$ cat src/rtl/irq_ctrl_pkg.sv
// Shared constants and helpers for the interrupt front-end: register map, reset values and
// byte-lane handling for the iomem register window.
package irq_ctrl_pkg;

   localparam int unsigned WIN_BITS = 5;

   localparam logic [4:0] OFF_ENABLE   = 5'h00;
   localparam logic [4:0] OFF_MODE     = 5'h04;
   localparam logic [4:0] OFF_POLARITY = 5'h08;
   localparam logic [4:0] OFF_PENDING  = 5'h0C;
   localparam logic [4:0] OFF_RAW      = 5'h10;

   // Idle-high pins: edge mode, active-low by default.
   localparam logic [31:0] RST_MODE     = 32'hFFFF_FFFF;
   localparam logic [31:0] RST_POLARITY = 32'hFFFF_FFFF;

   typedef enum logic [2:0] {
      RegEnable,
      RegMode,
      RegPolarity,
      RegPending,
      RegRaw,
      RegNone
   } reg_sel_e;

   function automatic reg_sel_e decode_reg(logic [2:0] word_idx);
      reg_sel_e sel;
      case (word_idx)
         OFF_ENABLE[4:2]:   sel = RegEnable;
         OFF_MODE[4:2]:     sel = RegMode;
         OFF_POLARITY[4:2]: sel = RegPolarity;
         OFF_PENDING[4:2]:  sel = RegPending;
         OFF_RAW[4:2]:      sel = RegRaw;
         default:           sel = RegNone;
      endcase
      return sel;
   endfunction

   function automatic logic [31:0] strb_mask(logic [3:0] strb);
      return {{8{strb[3]}}, {8{strb[2]}}, {8{strb[1]}}, {8{strb[0]}}};
   endfunction

endpackage

$ cat src/rtl/irq_chan_sync.sv
// One interrupt channel: pin synchroniser, previous-sample flop and edge detector that
// reports an inactive->active transition of the synchronised pin.
module irq_chan_sync #(
   parameter int unsigned SYNC_STAGES = 2
) (
   input  logic clk,
   input  logic resetn,
   input  logic i_irq,
   input  logic i_polarity,
   output logic o_sync,
   output logic o_event
);

   logic [SYNC_STAGES-1:0] r_sync;
   logic                   r_prev;
   logic                   w_active;

   always_ff @(posedge clk or negedge resetn) begin
      if (!resetn) begin
         r_sync <= '1;
         r_prev <= 1'b1;
      end else begin
         r_sync <= {r_sync[SYNC_STAGES-2:0], i_irq};
         r_prev <= r_sync[SYNC_STAGES-1];
      end
   end

   assign o_sync   = r_sync[SYNC_STAGES-1];
   assign w_active = o_sync ^ i_polarity;
   // Compare raw samples so a polarity change alone never looks like an edge.
   assign o_event  = (o_sync != r_prev) && w_active;

endmodule

$ cat src/rtl/irq_ctrl.sv
// Parametrised interrupt front-end: per-channel sync/edge detect, sticky pending bits and an
// enable mask, configured over the iomem bus with a one-cycle ready pulse per access.
module irq_ctrl
   import irq_ctrl_pkg::*;
#(
   parameter int unsigned NUM_IRQ     = 3,
   parameter int unsigned SYNC_STAGES = 2,
   parameter logic [31:0] BASE_ADDR   = 32'h0300_0000
) (
   input  logic               clk,
   input  logic               resetn,
   input  logic [NUM_IRQ-1:0] irq_in,
   input  logic               iomem_valid,
   output logic               iomem_ready,
   input  logic [3:0]         iomem_wstrb,
   input  logic [31:0]        iomem_addr,
   input  logic [31:0]        iomem_wdata,
   output logic [31:0]        iomem_rdata,
   output logic [NUM_IRQ-1:0] irq_out
);

   logic [NUM_IRQ-1:0] r_enable, r_mode, r_polarity, r_pending;
   logic [NUM_IRQ-1:0] w_pending_d, w_sync, w_event, w_active, w_clr, w_wd, w_keep_n;
   logic               r_ready;
   logic [31:0]        r_rdata, w_rd_val, w_bmask, w_wd_m, w_keep;
   logic               w_hit, w_wr, w_unused;
   reg_sel_e           w_sel;

   for (genvar gi = 0; gi < NUM_IRQ; gi++) begin : g_chan
      irq_chan_sync #(
         .SYNC_STAGES(SYNC_STAGES)
      ) u_chan (
         .clk       (clk),
         .resetn    (resetn),
         .i_irq     (irq_in[gi]),
         .i_polarity(r_polarity[gi]),
         .o_sync    (w_sync[gi]),
         .o_event   (w_event[gi])
      );
   end

   // Gating on !r_ready limits the bus to one access every two cycles.
   assign w_hit    = iomem_valid && !r_ready &&
                     (iomem_addr[31:WIN_BITS] == BASE_ADDR[31:WIN_BITS]);
   assign w_wr     = w_hit && (iomem_wstrb != 4'b0000);
   assign w_sel    = decode_reg(iomem_addr[4:2]);
   assign w_bmask  = strb_mask(iomem_wstrb);
   assign w_wd_m   = iomem_wdata & w_bmask;
   assign w_keep   = ~w_bmask;
   assign w_wd     = w_wd_m[NUM_IRQ-1:0];
   assign w_keep_n = w_keep[NUM_IRQ-1:0];
   assign w_unused = ^{iomem_addr[1:0], w_wd_m, w_keep};

   assign w_active = w_sync ^ r_polarity;
   assign w_clr    = (w_wr && (w_sel == RegPending)) ? w_wd : '0;
   // Edge channels: set beats clear. Level channels simply follow the active level.
   assign w_pending_d = (r_mode & ((r_pending & ~w_clr) | w_event)) | (~r_mode & w_active);

   always_comb begin
      w_rd_val = '0;
      case (w_sel)
         RegEnable:   w_rd_val = 32'(r_enable);
         RegMode:     w_rd_val = 32'(r_mode);
         RegPolarity: w_rd_val = 32'(r_polarity);
         RegPending:  w_rd_val = 32'(r_pending);
         RegRaw:      w_rd_val = 32'(w_sync);
         default:     w_rd_val = '0;
      endcase
   end

   always_ff @(posedge clk or negedge resetn) begin
      if (!resetn) begin
         r_enable   <= '0;
         r_mode     <= RST_MODE[NUM_IRQ-1:0];
         r_polarity <= RST_POLARITY[NUM_IRQ-1:0];
         r_pending  <= '0;
         r_ready    <= 1'b0;
         r_rdata    <= '0;
      end else begin
         r_ready   <= w_hit;
         r_rdata   <= (w_hit && (iomem_wstrb == 4'b0000)) ? w_rd_val : '0;
         r_pending <= w_pending_d;
         if (w_wr && (w_sel == RegEnable))   r_enable   <= (r_enable & w_keep_n) | w_wd;
         if (w_wr && (w_sel == RegMode))     r_mode     <= (r_mode & w_keep_n) | w_wd;
         if (w_wr && (w_sel == RegPolarity)) r_polarity <= (r_polarity & w_keep_n) | w_wd;
      end
   end

   assign iomem_ready = r_ready;
   assign iomem_rdata = r_rdata;
   assign irq_out     = r_pending & r_enable;

endmodule
$ cat config.mk
export PLATFORM = sky130hd
export DESIGN_NAME = irq_ctrl
export DESIGN_NICKNAME = d
export VERILOG_FILES = /design/src/rtl/irq_ctrl_pkg.sv /design/src/rtl/irq_chan_sync.sv /design/src/rtl/irq_ctrl.sv
export SDC_FILE = /design/constraint.sdc
export NUM_CORES = 1
export LEC_CHECK = 0
export ABC_AREA = 1
export CORE_UTILIZATION = 37
export DETAILED_ROUTE_END_ITERATION = 6
export GPL_TIMING_DRIVEN = 0
export PLACE_DENSITY_LB_ADDON = 0.25
export SETUP_SLACK_MARGIN = 0.5
export SLEW_MARGIN = 20
export SYNTH_ARGS = -nofsm -noshare
export SYNTH_HDL_FRONTEND = slang
export SYNTH_HIERARCHICAL = 1
export SYNTH_SLANG_ARGS = --single-unit
$ cat constraint.sdc
create_clock -name clk -period 2.6 [get_ports clk]
set_input_delay 0.39 -clock clk [delete_from_list [all_inputs] [get_ports clk]]
set_output_delay 0.39 -clock clk [all_outputs]
set_load 0.005 [all_outputs]
==> reports/qor.tcl <==
set qor(status) {finished clean}
set qor(gr-total-overflow) 0
set qor(half_perimeter_wire_length_after_placement_um) 2590
set qor(finalWeightedCongestion) 0.843
set qor(yosys_warnings) 6
set qor(slew_violations) 0
set qor(cts_htree_levels) 1
set qor(layout.core_utilization_pct) 58.5
set qor(synth-seq-cells) 25
set qor(num-nets-final) 362
set qor(io_pins) 110
set qor(worst-setup-path-type) {register to output port}
set qor(post_synth_instance_area_sq_um) 1530
set qor(cts_inserted_buffers) 3
set qor(via_count) 1386
set qor(clockBufferDepth) 2
set qor(synthAdderAreaFrac_pct) 0
set qor(timing.reg2reg.worst_path_depth) 9
set qor(yosys-mux-area-fraction_pct) 0
set qor(drtAntennaViolNets) 0
set qor(postSynthCellCount) 206
set qor(wire_per_inst_um) 9.24
set qor(clock_latency_ns) 0.27
set qor(worst_setup_path_end_kind) {output port}
set qor(buffer_ports.inserted) 49
set qor(detail_route.vias_per_cell) 4.14
set qor(antenna_cells) 0
set qor(worst_slew_margin_rel_pct) 66.2
set qor(first_global_vias) 1200
set qor(r2r-start) {iomem_ready}
set qor(die_height_um) 66.2
set qor(cts_repair_resize_count) 0
set qor(cts_sinks) 25
set qor(area_growth_syn_to_layout_pct) 45.6
set qor(remaining_drc_errors) 0
set qor(timing.setup.tns_ns) 0
set qor(crit_arrival_ns) 1.24
set qor(post-route-min-period_ns) 1.63
set qor(rsz0062_at_grt) {no}
set qor(grt_first_pass_wirelength_um) 5000
set qor(cts_tree) {yes}
set qor(synth-simple-area-share_pct) 25.4
set qor(drv.max_cap_violation_count) 0
set qor(crit_fanout) 3
set qor(finClkSkew_ns) 0.00175
set qor(std_cell_rows) 22
set qor(layout_worst_path_cycle_share_pct) 62.9
set qor(core_box_area_sq_um) 3800
set qor(timing.final.setup_violations) 0
set qor(totalWireLength_um) 3100
set qor(post_synth_xor_area_fraction_pct) 0
set qor(total_leakage_power_nw) 1.20
set qor(fp.dieArea_sq_um) 4390
set qor(timing.reg2reg.setup_slack_ns) 1.23
set qor(ctsRootBufferMaster) {sky130_fd_sc_hd__clkbuf_8}
set qor(synth_top_family_by_area) {simple AND/OR/NAND/NOR gates}
set qor(synth.distinct_cells) 18
set qor(dr.first_iter.drc_count) 17
set qor(critical_path.startpoint_type) {register}
set qor(hold_violations) 0
set qor(tightest_slew_ns) 0.507
set qor(synth_area_per_cell_sq_um) 7.41
set qor(antenna_found_initial) 0
set qor(postCtsHoldBufs) 0
set qor(power_per_cell_area_nw_per_um2) 351
set qor(max_freq_mhz) 612
set qor(cp_data_required_time_ns) 2.21
set qor(synth-compound-area-share_pct) 8.77
set qor(die_width_um) 66.2
set qor(min-delay-path-class) {input pin to async pin}
set qor(cts.reportedPaths.clkPinSlew_ns) 0.08
set qor(groute.usage.overall_pct) 14.8
set qor(post_route_cells_drive_above_1_share_pct) 18.5
set qor(irDropWorstVdd_mv) 0.272
set qor(start_util_pct) 40.2
set qor(seq_area_frac_synth_pct) 42.2
set qor(post_cts_buffers) 0
set qor(drt_pre_antenna_iters) 4
set qor(grt_start_max_net_pins) 26
==> cells in the mapped netlist <==
master,instances,share of area [%]
sky130_fd_sc_hd__nand3_1,5,1.6
sky130_fd_sc_hd__nor2_4,4,3.0
sky130_fd_sc_hd__o21ai_1,1,0.33
sky130_fd_sc_hd__nor4_1,1,0.41
sky130_fd_sc_hd__buf_4,29,14
sky130_fd_sc_hd__conb_1,1,0.25
sky130_fd_sc_hd__nand2_1,43,11
sky130_fd_sc_hd__nand2_4,1,0.74
sky130_fd_sc_hd__o211ai_1,1,0.49
sky130_fd_sc_hd__nor2_1,31,7.6
sky130_fd_sc_hd__o22ai_1,5,2.0
sky130_fd_sc_hd__a21oi_1,6,2.0
sky130_fd_sc_hd__inv_1,37,9.1
sky130_fd_sc_hd__o21ai_0,12,3.9
sky130_fd_sc_hd__nand3b_1,1,0.49
sky130_fd_sc_hd__dfstp_2,15,26
sky130_fd_sc_hd__dfrtp_1,10,16
sky130_fd_sc_hd__nor3_1,3,0.98
==> worst max-delay path, stage by stage, from the launching register on <==
cell and delay [ns]:
sky130_fd_sc_hd__dfrtp_1 0.38, sky130_fd_sc_hd__nand2_1 0.06, sky130_fd_sc_hd__inv_1 0.05, sky130_fd_sc_hd__clkdlybuf4s50_1 0.50
==> worst max path at each step <==
stage              startpoint  slack [ns]    endpoint  cells past startpoint
3_3_place_gp   iomem_addr[25]        0.70    register                     11
5_1_grt        iomem_addr[25]        0.82    register                     11
4_1_cts          r_pending[1]        0.95  irq_out[1]                      3
6_report         r_pending[1]        0.97  irq_out[1]                      3
3_5_place_dp   iomem_addr[25]        0.68    register                     11
2_1_floorplan  iomem_addr[16]        1.33    register                      8
==> logic make-up (layout without fill, tap and decap cells) <==
| kind of cell | after synthesis | after routing |
|---|---|---|
| buffers and inverters | 66 | 119 |
| AND/OR/NAND/NOR | 89 | 89 |
| flip-flops | 25 | 25 |
| other | 1 | 29 |
| AO/OA/AOI/OAI | 25 | 25 |
==> cell type report <==
cell class,instances,area [sq um]
flip-flops and latches,25,644
inverters,37,139
clock buffers,4,45.0
multi-input cells,143,631
well taps,48,60.1
fillers,376,1580
repair buffers,49,485
plain buffers,29,218
==> metal layers <==
layer	part of all wire [%]	vias to the layer above	GRT usage, %
li1	-	732	-
met2	45	65	26.0
met1	41	584	16.9
met4	1.5	0	6.38
met5	0	-	0
met3	13	5	3.45
==> cells in the final DEF, fill, tap and decap left out, drive strengths merged <==
master and instances:
a21oi 6, buf 30, clkbuf 4, clkdlybuf4s50 48, conb 29, dfrtp 10, dfstp 15, inv 37
nand2 44, nand3 5, nand3b 1, nor2 35, nor3 3, nor4 1, o211ai 1, o21ai 13
o22ai 5
==> where the power goes <==
group	switching (mW)	total, mW	internal (mW)
registers	0.00447	0.406	0.402
logic	0.0562	0.151	0.0946
clock network	0.114	0.224	0.110
==> stage by stage <==
stage                     cells  hold slack [ns]  total power, mW  area (sq um)  setup slack (ns)
after floorplan             234           0.0944            0.482          1630              1.33
after global placement      331            0.346            0.562          2180             0.704
after detailed placement    331            0.348            0.564          2180             0.677
after CTS                   335            0.360            0.790          2230             0.953
after global routing        335            0.122            0.827          2220             0.816
final                       335           0.0825            0.781          2220             0.966
Note: power is estimated with default switching activity, not from simulation.
